`src/rtl/uart_rx.sv`:
```
// uart_rx: 8N1 serial receiver with a single-entry holding register.
// The line is synchronized, then each bit is sampled at mid-bit by a down-counter.
// Completed bytes are presented on data with a level data_ready that the consumer
// clears with ack. overrun and frame_err are sticky flags, also cleared by ack.
//
// state     | meaning
// ----------+---------------------------------------------------------
// IDLE      | line idle, waiting for rx_s to fall
// START     | half a bit time in, confirm start bit still low
// DATA      | sample 8 data bits LSB first, one bit time apart
// STOP      | sample stop bit; high commits the byte, low is a framing error
// WAIT_HIGH | after a framing error, hold off until the line returns high
module uart_rx #(
  parameter int CLK_FREQ  = 50_000_000,
  parameter int BAUD_RATE = 9600
) (
  input  logic       clk,
  input  logic       rst,
  input  logic       rx,
  output logic [7:0] data,
  output logic       data_ready,
  input  logic       ack,
  output logic       overrun,
  output logic       frame_err
);

  localparam int BIT_TIME = CLK_FREQ / BAUD_RATE;
  localparam int CW       = $clog2(BIT_TIME) + 1;
  localparam logic [CW-1:0] HALF_LOAD = CW'(BIT_TIME / 2 - 1);
  localparam logic [CW-1:0] FULL_LOAD = CW'(BIT_TIME - 1);

  typedef enum logic [2:0] {
    IDLE,
    START,
    DATA,
    STOP,
    WAIT_HIGH
  } state_t;

  state_t        state;
  logic [CW-1:0] cnt;
  logic [2:0]    bit_idx;
  logic [7:0]    shift;
  logic          rx_meta;
  logic          rx_s;
  logic          commit;
  logic          ferr_evt;

  // Two-flop synchronizer; both flops reset to idle-high so reset never looks like a start bit.
  always_ff @(posedge clk) begin
    if (rst) begin
      rx_meta <= 1'b1;
      rx_s    <= 1'b1;
    end else begin
      rx_meta <= rx;
      rx_s    <= rx_meta;
    end
  end

  // Stop-bit sample outcomes: a high stop bit commits, a low one flags a framing error.
  always_comb begin
    commit   = (state == STOP) && (cnt == '0) && rx_s;
    ferr_evt = (state == STOP) && (cnt == '0) && !rx_s;
  end

  // Receive FSM, holding register and sticky flags.
  always_ff @(posedge clk) begin
    if (rst) begin
      state      <= IDLE;
      cnt        <= '0;
      bit_idx    <= 3'd0;
      shift      <= 8'h00;
      data       <= 8'h00;
      data_ready <= 1'b0;
      overrun    <= 1'b0;
      frame_err  <= 1'b0;
    end else begin
      case (state)
        IDLE: begin
          if (!rx_s) begin
            cnt   <= HALF_LOAD;
            state <= START;
          end
        end
        START: begin
          if (cnt != '0) begin
            cnt <= cnt - CW'(1);
          end else if (!rx_s) begin
            cnt     <= FULL_LOAD;
            bit_idx <= 3'd0;
            state   <= DATA;
          end else begin
            state <= IDLE;
          end
        end
        DATA: begin
          if (cnt != '0) begin
            cnt <= cnt - CW'(1);
          end else begin
            shift[bit_idx] <= rx_s;
            cnt            <= FULL_LOAD;
            if (bit_idx == 3'd7) begin
              state <= STOP;
            end else begin
              bit_idx <= bit_idx + 3'd1;
            end
          end
        end
        STOP: begin
          if (cnt != '0) begin
            cnt <= cnt - CW'(1);
          end else if (rx_s) begin
            state <= IDLE;
          end else begin
            state <= WAIT_HIGH;
          end
        end
        WAIT_HIGH: begin
          if (rx_s) begin
            state <= IDLE;
          end
        end
        default: state <= IDLE;
      endcase

      // A fresh byte always wins over an ack in the same cycle.
      if (commit) begin
        data       <= shift;
        data_ready <= 1'b1;
      end else if (ack) begin
        data_ready <= 1'b0;
      end

      // Overrun only when the old byte was neither consumed earlier nor acked now.
      if (commit && data_ready && !ack) begin
        overrun <= 1'b1;
      end else if (ack) begin
        overrun <= 1'b0;
      end

      if (ferr_evt) begin
        frame_err <= 1'b1;
      end else if (ack) begin
        frame_err <= 1'b0;
      end
    end
  end

endmodule

```
`config.mk`:
```
export PLATFORM = sky130hd
export DESIGN_NAME = uart_rx
export DESIGN_NICKNAME = d
export VERILOG_FILES = /design/src/rtl/uart_rx.sv
export SDC_FILE = /design/constraint.sdc
export NUM_CORES = 1
export LEC_CHECK = 0
export BUFFER_PORTS_ARGS = -buffer_cell sky130_fd_sc_hd__buf_2
export CAP_MARGIN = 20
export CORE_MARGIN = 10
export CORE_UTILIZATION = 63
export CTS_CLUSTER_SIZE = 14
export DETAILED_ROUTE_END_ITERATION = 8
export HOLD_SLACK_MARGIN = 0.02
export PLACE_DENSITY = 0.9
export SLEW_MARGIN = 40
export SYNTH_ARGS = -nofsm -noshare
export SYNTH_HDL_FRONTEND = slang
export SYNTH_SLANG_ARGS = --single-unit
```
`constraint.sdc`:
```
create_clock -name clk -period 3.52 [get_ports clk]
set_input_delay 0.352 -clock clk [delete_from_list [all_inputs] [get_ports clk]]
set_output_delay 0.352 -clock clk [all_outputs]
set_load 0.03 [all_outputs]
```
==> impl_metrics.env <==
export IMPL_outcome="completed"
export IMPL_p_leak_uw=0.000836
export IMPL_start_util_pct=65.8
export IMPL_endpoint_kind="register"
export IMPL_rsz0062_at_grt="false"
export IMPL_cts_hold_fix_buffers=0
export IMPL_detail_route_first_pass_iterations=4
export IMPL_place_area_mm2=0.00206
export IMPL_p_int_uw=708
export IMPL_setup_viol=0
export IMPL_async_flop_share_pct=0
export IMPL_root_buffer="clkbuf_4"
export IMPL_grt_pass1_wl_um=7480
export IMPL_drt_iter0_drc=244
export IMPL_clock_skew_ns=0.0137
export IMPL_area_delta_synth_final_pct=7.47
export IMPL_wirelength_um=4280
export IMPL_grt_pass1_vias=1561
export IMPL_switchingPower_uw=311
export IMPL_p_sw_share_pct=30.5
export IMPL_cts_sinks=41
export IMPL_fin_crit_sh_pct=70.4
export IMPL_maxSlewHeadroom_pct=56.2
export IMPL_synthFlopType="dfxtp_1"
export IMPL_fmax_ghz=0.403
export IMPL_comb_power_share_pct=19.3
export IMPL_ir_drop_uv=240
export IMPL_ios=15
export IMPL_die_height_um=76.2
export IMPL_ys_ff_latch=41
export IMPL_n_antenna_cell=0
export IMPL_finalCriticalPeriod_ns=2.48
export IMPL_critPathArrivalTime_ns=2.76
export IMPL_tightest_slew_ns=0.657
export IMPL_clk_latency_ns=0.36
export IMPL_critical_path_class="register to register"
export IMPL_drive_gt1_share_pct=13.9
export IMPL_cts_tree="yes"
export IMPL_viasPerCell=6.26
export IMPL_seq_power_share_pct=49.8
export IMPL_critPathRequiredTime_ns=3.81
export IMPL_final_area_mm2=0.00214
export IMPL_cp_cell_sequence="inv_1, ha_1, nor3b_1, nand4_1, o21ai_1, o21ai_0, a21oi_1"
export IMPL_maxSlewViolCount=0
export IMPL_post_synth_num_cell_types=46
export IMPL_htree_levels=2
export IMPL_cts_made_buffers=5
export IMPL_regArea_um2=821
export IMPL_core_mm2=0.00303
export IMPL_syn_area_mm2=0.00199
export IMPL_syn_inst=230
export IMPL_fin_util_pct=70.7
export IMPL_rows=20
export IMPL_syn_num_nets=238
export IMPL_io_buffers=14
export IMPL_globalRouteOverflowTotal=0
export IMPL_cp_max_fo=14
export IMPL_drc=0
export IMPL_groute_usage_overall_pct=15.0
export IMPL_clk_pin_slew_ns=0.13
export IMPL_cts_setup_buffers=0
export IMPL_maxCapViolCount=0
export IMPL_clkPwrFrac_pct=30.8
export IMPL_die_w_um=76.2
export IMPL_vias=1764
export IMPL_slowest_stage="o21ai_1"
export IMPL_cts_resized=0
export IMPL_ant_nets=0
export IMPL_place_congestion=0.934
export IMPL_dieArea_mm2=0.00581
export IMPL_multi_input_area_mm2=0.00108
export IMPL_hold_viol_final=0
export IMPL_clockBufferDepth=2
export IMPL_power_density_mw_per_mm2=476
export IMPL_setup_tns_ns=0
export IMPL_avgSynthCellArea_um2=8.66
export IMPL_ys_warnings_count=0
export IMPL_fillCellCount=256
export IMPL_grt_max_degree=38
export IMPL_antenna_found_initial=0
export IMPL_wl_per_cell_um=15.2
export IMPL_synth_edf_count=0
export IMPL_ys_seq_area_share_pct=41.2
export IMPL_nNetsFinal=245
export IMPL_hpwl_um=2970
export IMPL_hold_class="input port to register"
export IMPL_startpoint_type="register"
export IMPL_cpPeakStageDelay_ns=0.65
-- final timing paths --
kind	cells past startpoint	slack [ns]	to	startpoint
worst min register to register	1	0.43	rx_s	rx_meta
worst min-delay path	2	0.16	rx_meta	rx
worst max register to register	7	1.04	cnt[4]	cnt[0]
worst max-delay path	7	1.04	cnt[4]	cnt[0]
-- power groups by stage --
stage,logic [uW],clock network [uW],registers (uW)
floorplan,166,0,509
CTS,193,319,507
global placement,190,0,517
finish,197,314,508
detailed placement,192,0,517
global route,218,338,512
-- cells in the final DEF (no fill, tap or decap), types with 2 or more instances in the layout --
| cell | n |
|---|---|
| dfxtp_1 | 41 |
| and3_1 | 3 |
| nor3b_1 | 2 |
| nand2_1 | 8 |
| nand2b_1 | 3 |
| inv_1 | 7 |
| a21oi_1 | 13 |
| o21ai_1 | 2 |
| o21a_1 | 2 |
| o311ai_0 | 2 |
| buf_2 | 14 |
| ha_1 | 4 |
| o32ai_1 | 2 |
| nor2_1 | 34 |
| nor3_1 | 11 |
| o21ai_0 | 8 |
| mux2i_1 | 17 |
| or4_1 | 2 |
| clkbuf_4 | 5 |
| a211o_1 | 3 |
| or3_1 | 4 |
| or2_2 | 5 |
| a311oi_1 | 2 |
| nand3_1 | 5 |
| o311a_1 | 2 |
| a211oi_1 | 4 |
| nand4_1 | 3 |
| nor4_1 | 9 |
-- stage by stage --
stage	hold WS, ns	instances	worst slack, ns	power, uW
5_1_grt	0.161	282	0.675	1070
4_1_cts	0.158	282	1.05	1020
3_5_place_dp	0.397	274	1.06	709
2_1_floorplan	0.389	230	1.60	675
6_report	0.163	282	1.04	1020
3_3_place_gp	0.402	274	1.17	707
-- state kept, by name, indices dropped and copies added (netlist names) --
name        cells
rx_s            1
rx_meta         1
overrun         1
data            8
cnt            14
data_ready      1
shift           8
state           3
bit_idx         3
frame_err       1
-- critical path: cells and delay by family (launching register included) --
| kind | cells | cell delay (ns) |
|---|---|---|
| adder cells (fa/ha/maj) | 1 | 0.17 |
| AND/OR/NAND/NOR | 2 | 0.78 |
| flip-flops | 1 | 0.36 |
| buffers and inverters | 1 | 0.11 |
| AO/OA/AOI/OAI | 3 | 0.99 |
-- layout make-up --
class,instances,share of cell area [%]
timing repair buffer,14,3.27
multi-input combinational,168,50.7
clock buffer,5,1.75
sequential,41,38.3
tap,44,2.57
inverter,7,1.23
clock inverter,3,2.16
-- metal layers --
layer	routed length, um	track usage [%]	share of wire, %	vias up
met2	1910	21.4	45	65
li1	-	-	-	868
met4	59	5.39	1.4	0
met1	1990	20.7	47	824
met3	320	4.48	7.5	7
met5	0	0	0	-
-- cells in the mapped netlist (2+ instances only) --
library cell,number,area (um^2)
dfxtp_1,41,821
nor2_1,34,128
mux2i_1,17,170
a21oi_1,13,65.1
nor3_1,11,55.1
nor4_1,9,56.3
clkbuf_1,8,30.0
nand2_1,8,30.0
o21ai_0,8,40.0
inv_1,7,26.3
buf_2,6,30.0
nand3_1,5,25.0
or2_2,5,31.3
a211oi_1,4,30.0
ha_1,4,50.1
or3_1,4,25.0
a211o_1,3,26.3
and3_1,3,18.8
nand2b_1,3,18.8
nand4_1,3,18.8
a311oi_1,2,17.5
nor3b_1,2,15.0
o21a_1,2,15.0
o21ai_1,2,10.0
o311a_1,2,20.0
o311ai_0,2,17.5
o32ai_1,2,17.5
or4_1,2,15.0
-- kinds of logic (layout without fill, tap and decap cells) --
| kind of cell | count (synthesis) | in the layout | synth area share (%) |
|---|---|---|---|
| AOI/OAI and AO/OA | 50 | 50 | 17.7 |
| muxes | 17 | 17 | 8.54 |
| buffers and inverters | 21 | 29 | 4.33 |
| and+or+nand+nor | 96 | 96 | 25.3 |
| DFF | 41 | 41 | 41.2 |
| xor gates and xnor gates | 1 | 1 | 0.440 |
| adders and majority gates | 4 | 4 | 2.51 |
Power figures use the tool's default switching activity.
